===== config.mk =====
export PLATFORM = sky130hd
export DESIGN_NAME = regfile_reset
export DESIGN_NICKNAME = d
export VERILOG_FILES = /design/src/rtl/regfile_pkg.sv /design/src/rtl/regfile_reset_register32.sv /design/src/rtl/regfile_reset.sv
export SDC_FILE = /design/constraint.sdc
export NUM_CORES = 2
export LEC_CHECK = 0
export ABC_AREA = 0
export CORE_MARGIN = 2
export CORE_UTILIZATION = 45
export CTS_CLUSTER_DIAMETER = 100
export DETAILED_ROUTE_END_ITERATION = 10
export PLACE_DENSITY = 0.68
export SYNTH_ARGS = -nofsm -noshare
export SYNTH_HDL_FRONTEND = slang
export SYNTH_HIERARCHICAL = 1
export SYNTH_SLANG_ARGS = --single-unit

===== constraint.sdc =====
create_clock -name Clk -period 2.9 [get_ports Clk]
set_input_delay 0.725 -clock Clk [delete_from_list [all_inputs] [get_ports Clk]]
set_output_delay 0.725 -clock Clk [all_outputs]
set_load 0.01 [all_outputs]

===== src/rtl/regfile_pkg.sv =====
// Shared sizing constants and address type for the register file.
package regfile_pkg;
  localparam int unsigned REG_COUNT  = 32;
  localparam int unsigned ADDR_WIDTH = 5;
  localparam int unsigned DATA_WIDTH = 32;

  typedef logic [ADDR_WIDTH-1:0] addr_t;

  localparam addr_t ZERO_REG = 5'd0;
endpackage


===== src/rtl/regfile_reset_register32.sv =====
// One storage register with write enable and asynchronous active-high clear.
module register32 #(
  parameter int unsigned WIDTH = 32
) (
  input  logic             clk,
  input  logic             rst,
  input  logic             en,
  input  logic [WIDTH-1:0] d,
  output logic [WIDTH-1:0] q
);

  always_ff @(posedge clk or posedge rst) begin
    if (rst) begin
      q <= '0;
    end else if (en) begin
      q <= d;
    end
  end

endmodule


===== src/rtl/regfile_reset.sv =====
// 32-entry register file: two combinational read ports, one clocked write port,
// async clear, optional write-to-read bypass. Register 0 always reads zero.
module regfile_reset
  import regfile_pkg::*;
#(
  parameter int unsigned WIDTH  = DATA_WIDTH,
  parameter bit          BYPASS = 1'b0
) (
  input  logic             Clk,
  input  logic             Reset,
  output logic [WIDTH-1:0] ReadData1,
  output logic [WIDTH-1:0] ReadData2,
  input  logic [WIDTH-1:0] WriteData,
  input  addr_t            ReadRegister1,
  input  addr_t            ReadRegister2,
  input  addr_t            WriteRegister,
  input  logic             RegWrite
);

  logic [REG_COUNT-1:0] wr_sel;
  logic [WIDTH-1:0]     regs [REG_COUNT];
  logic                 hit1;
  logic                 hit2;

  // One-hot write decode; address 0 never selects anything.
  always_comb begin
    wr_sel = '0;
    if (RegWrite && (WriteRegister != ZERO_REG)) begin
      wr_sel[WriteRegister] = 1'b1;
    end
  end

  assign regs[0] = '0;

  for (genvar g = 1; g < REG_COUNT; g++) begin : g_reg
    register32 #(
      .WIDTH(WIDTH)
    ) u_reg (
      .clk(Clk),
      .rst(Reset),
      .en (wr_sel[g]),
      .d  (WriteData),
      .q  (regs[g])
    );
  end

  // Forward the in-flight write to a reader of the same address when enabled.
  always_comb begin
    hit1 = 1'b0;
    hit2 = 1'b0;
    if (BYPASS && RegWrite && !Reset && (WriteRegister != ZERO_REG)) begin
      hit1 = (ReadRegister1 == WriteRegister);
      hit2 = (ReadRegister2 == WriteRegister);
    end
  end

  always_comb begin
    ReadData1 = hit1 ? WriteData : regs[ReadRegister1];
    ReadData2 = hit2 ? WriteData : regs[ReadRegister2];
  end

endmodule


==> metrics.txt <==
Worst Path Required=2.17 ns; Post-DRT Antenna Nets=0; number of global-route vias before repair=40.27k; Post-Route Setup TNS=-26.60 ns; Routability Congestion=0.9437; Final WS setup=-0.5650 ns; synthesis warning total=6; ys async rst share=between 90% and 100%; Tmin final=3.465 ns; final hold slack=0.3335 ns; initial antenna violation count=5; Post-synth EDFFs=0; Area contributors post-synth=dfrtp_1, mux2_4, mux4_2, mux2i_1, buf_12; commonest register cell after synthesis=dfrtp_1; DR WL/cell=33.13 um; GRT overflow=0; final count of hold timing violations=0; Finish-stage setup viols=between 60 and 70; Mapped Avg Cell Area=roughly 16 um^2; Worst Hold Class=primary input to async pin; Initial Utilization=around 45%; Worst Path Arrival=2.74 ns; maximum root-to-sink buffer count=3; fill count=9750; vias per cell=6.399; clock share of power=between 30 and 40%; Top-Level Pins=roughly 110; Placement Setup Slack=-1.115 ns; violation count after the first detailed-route iteration=4242; Num CTS Buffers=around 110; WS Path Type=primary input to output port; Sw Share=28.80%; violated checks=negative setup slack; non-filler cells, final=about 6k; Synth area leader=dfrtp_1; Largest register FFs=992; root buffer cell=clkbuf_16; Vias=approximately 38k; busiest grt layer=met2; Regs by FF count=g.u_reg/q x992; Finished Cell Area=between 70000 and 80000 um^2; die area=between 100000 and 150000 um^2; Worst-Skew Late Latency=around 0.73 ns; VDD IR max=0.4911 mV; part of the cycle the worst path needs=119.5%; Port Buffers=between 100 and 150; DR DRC count=0; Comb pwr share=27.8%; final WL=approximately 200 mm; highest clock rate=roughly 290 MHz; switching power=13.27 mW; number of nets in the layout=4232; area grow syn2layout=23.48%; height of the die=approximately 360 um; clock-pin slew on the worst setup and hold paths=0.07 ns; Pins Over Slew Limit=0; number of synthesized register bits=992; grt met2 use=44.32%; CTS Sinks=992; Pwr Total=46.09 mW; Critical Path Sink Type=output port; status=complete, but fails checks; crit path max fanout=4; Rows=131; CTS H-tree lvls=3; Worst Skew=0 ns; leak pwr=31.76 nW; GRT Util Overall=between 20 and 30%; layout cell share with drive strength beyond 1=62.89%; TritonCTS clock tree=yes; syn nets=3610; pwr/cell area=641.3 nW/um^2; RSZ-0062 raised after global routing=yes; Post-DP HPWL=126.9 mm; global-route wire length before repair=288.4 mm; Hold Buf Count CTS=0; crit start category=primary input; Cells after DPL=5671; top-area cell type share of the netlist area=a little over two fifths; Max Cap Viol=0; Post-DP Area=64850 um^2; Most flops, register=g.u_reg/q; Max transition margin=25.30%; internal power=32.82 mW; Worst-Margin Slew=1.121 ns; sequential share of power=41.1%; core footprint=128000 um^2; Die W=approximately 360 um; largest net degree at the start of global routing=between 40 and 50; sequential element share of the synthesized area=between 40% and 50%; final core utilization=56.14%; DRT Pass-1 Iters=5; Mapped Area=58200 um^2; met1 usage=41.27%; post-synthesis cell count=3560; distinct cell type count after synthesis=27; GR Util met3=7.442%
[cell usage in the layout, fill, tap and decap left out, types with 24 or more instances in the layout]
master             n
mux2_4           930
o21ai_2           28
buf_12           157
mux2_2           125
o22ai_1           60
mux2i_1          182
clkinv_2          25
buf_8             24
buf_4            438
o21ai_1           24
inv_2             31
mux4_2           384
dfrtp_1          992
and2_1            44
a211oi_1          37
clkbuf_16        118
a22o_1           174
a211oi_2          27
o31ai_4           47
nor2_4            33
buf_6            109
clkdlybuf4s50_1   38
buf_2             43
[cells in the mapped netlist, drive strengths merged (64+ instances only)]
library cell / count
mux2: 1055
dfrtp: 992
a211oi: 64
buf: 225
and2: 66
o31ai: 64
a22o: 191
mux2i: 194
mux4: 384
o22ai: 64
o21ai: 64
clkbuf: 107
[power groups by stage]
stage | sequential, mW | clock, mW | combinational [mW]
floorplan | 18.1 | 0 | 8.13
CTS | 18.7 | 14.4 | 12.3
global route | 19.2 | 15.0 | 13.3
global placement | 18.8 | 0 | 11.5
detailed placement | 18.9 | 0 | 11.7
finish | 18.9 | 14.4 | 12.8
[critical path, cell delays in order]
cell     delay (ns)
buf_16         0.11
buf_12         0.13
buf_12         0.14
buf_16         0.12
buf_8          0.11
buf_6          0.09
mux4_2         0.49
a22o_1         0.25
o21ai_1        0.15
buf_4          0.17
o31ai_4        0.08
buf_2          0.16
[final cells by class]
class	instances	area, um^2	area share (%)
timing repair buffer	845	9453	13.15
antenna	2	5.005	0.006964
multi-input combinational	2203	31670	44.07
inverter	33	123.9	0.1724
clock inverter	49	555.5	0.7730
tap	1729	2163	3.010
sequential	992	24820	34.54
clock buffer	146	3067	4.267
[path summary, 6_finish.rpt]
check	start	end	slack [ns]	cells after the start
min in group Clk	g_reg[22].u_reg/q[11]	g_reg[22].u_reg/q[11]	0.53	1
max	ReadRegister2[0]	ReadData2[2]	-0.57	12
min	Reset	g_reg[6].u_reg/q[23]	0.33	2
max reg2reg	g_reg[28].u_reg/q[26]	g_reg[28].u_reg/q[26]	1.90	3
max in group asynchronous	Reset	g_reg[18].u_reg/q[8]	1.53	3
min reg2reg	g_reg[22].u_reg/q[11]	g_reg[22].u_reg/q[11]	0.53	1
[kinds of logic (layout without fill, tap and decap cells)]
family / after synthesis / count (layout) / share of synthesized area (%)
AND/OR/NAND/NOR: 123 / 123 / 1.178
multiplexers: 1633 / 1633 / 44.61
AO/OA/AOI/OAI: 447 / 447 / 5.764
flip-flops: 992 / 992 / 42.65
other: 0 / 2 / 0
buffers and inverters: 365 / 1073 / 5.794
[repair_timing]
action / in CTS / in global routing
cloned: 13 / 9
resized for setup: 493 / 220
pin swaps: 97 / 104
endpoints found under the setup margin: 64 / 64
buffers inserted: 93 / 73
[layer usage]
layer / share of wire [%] / wire, um
met5: 0.015 / 30
met4: 5.2 / 10250
met3: 9.4 / 18750
met2: 44 / 88430
met1: 41 / 81310
(Power assumes the default switching activity.)
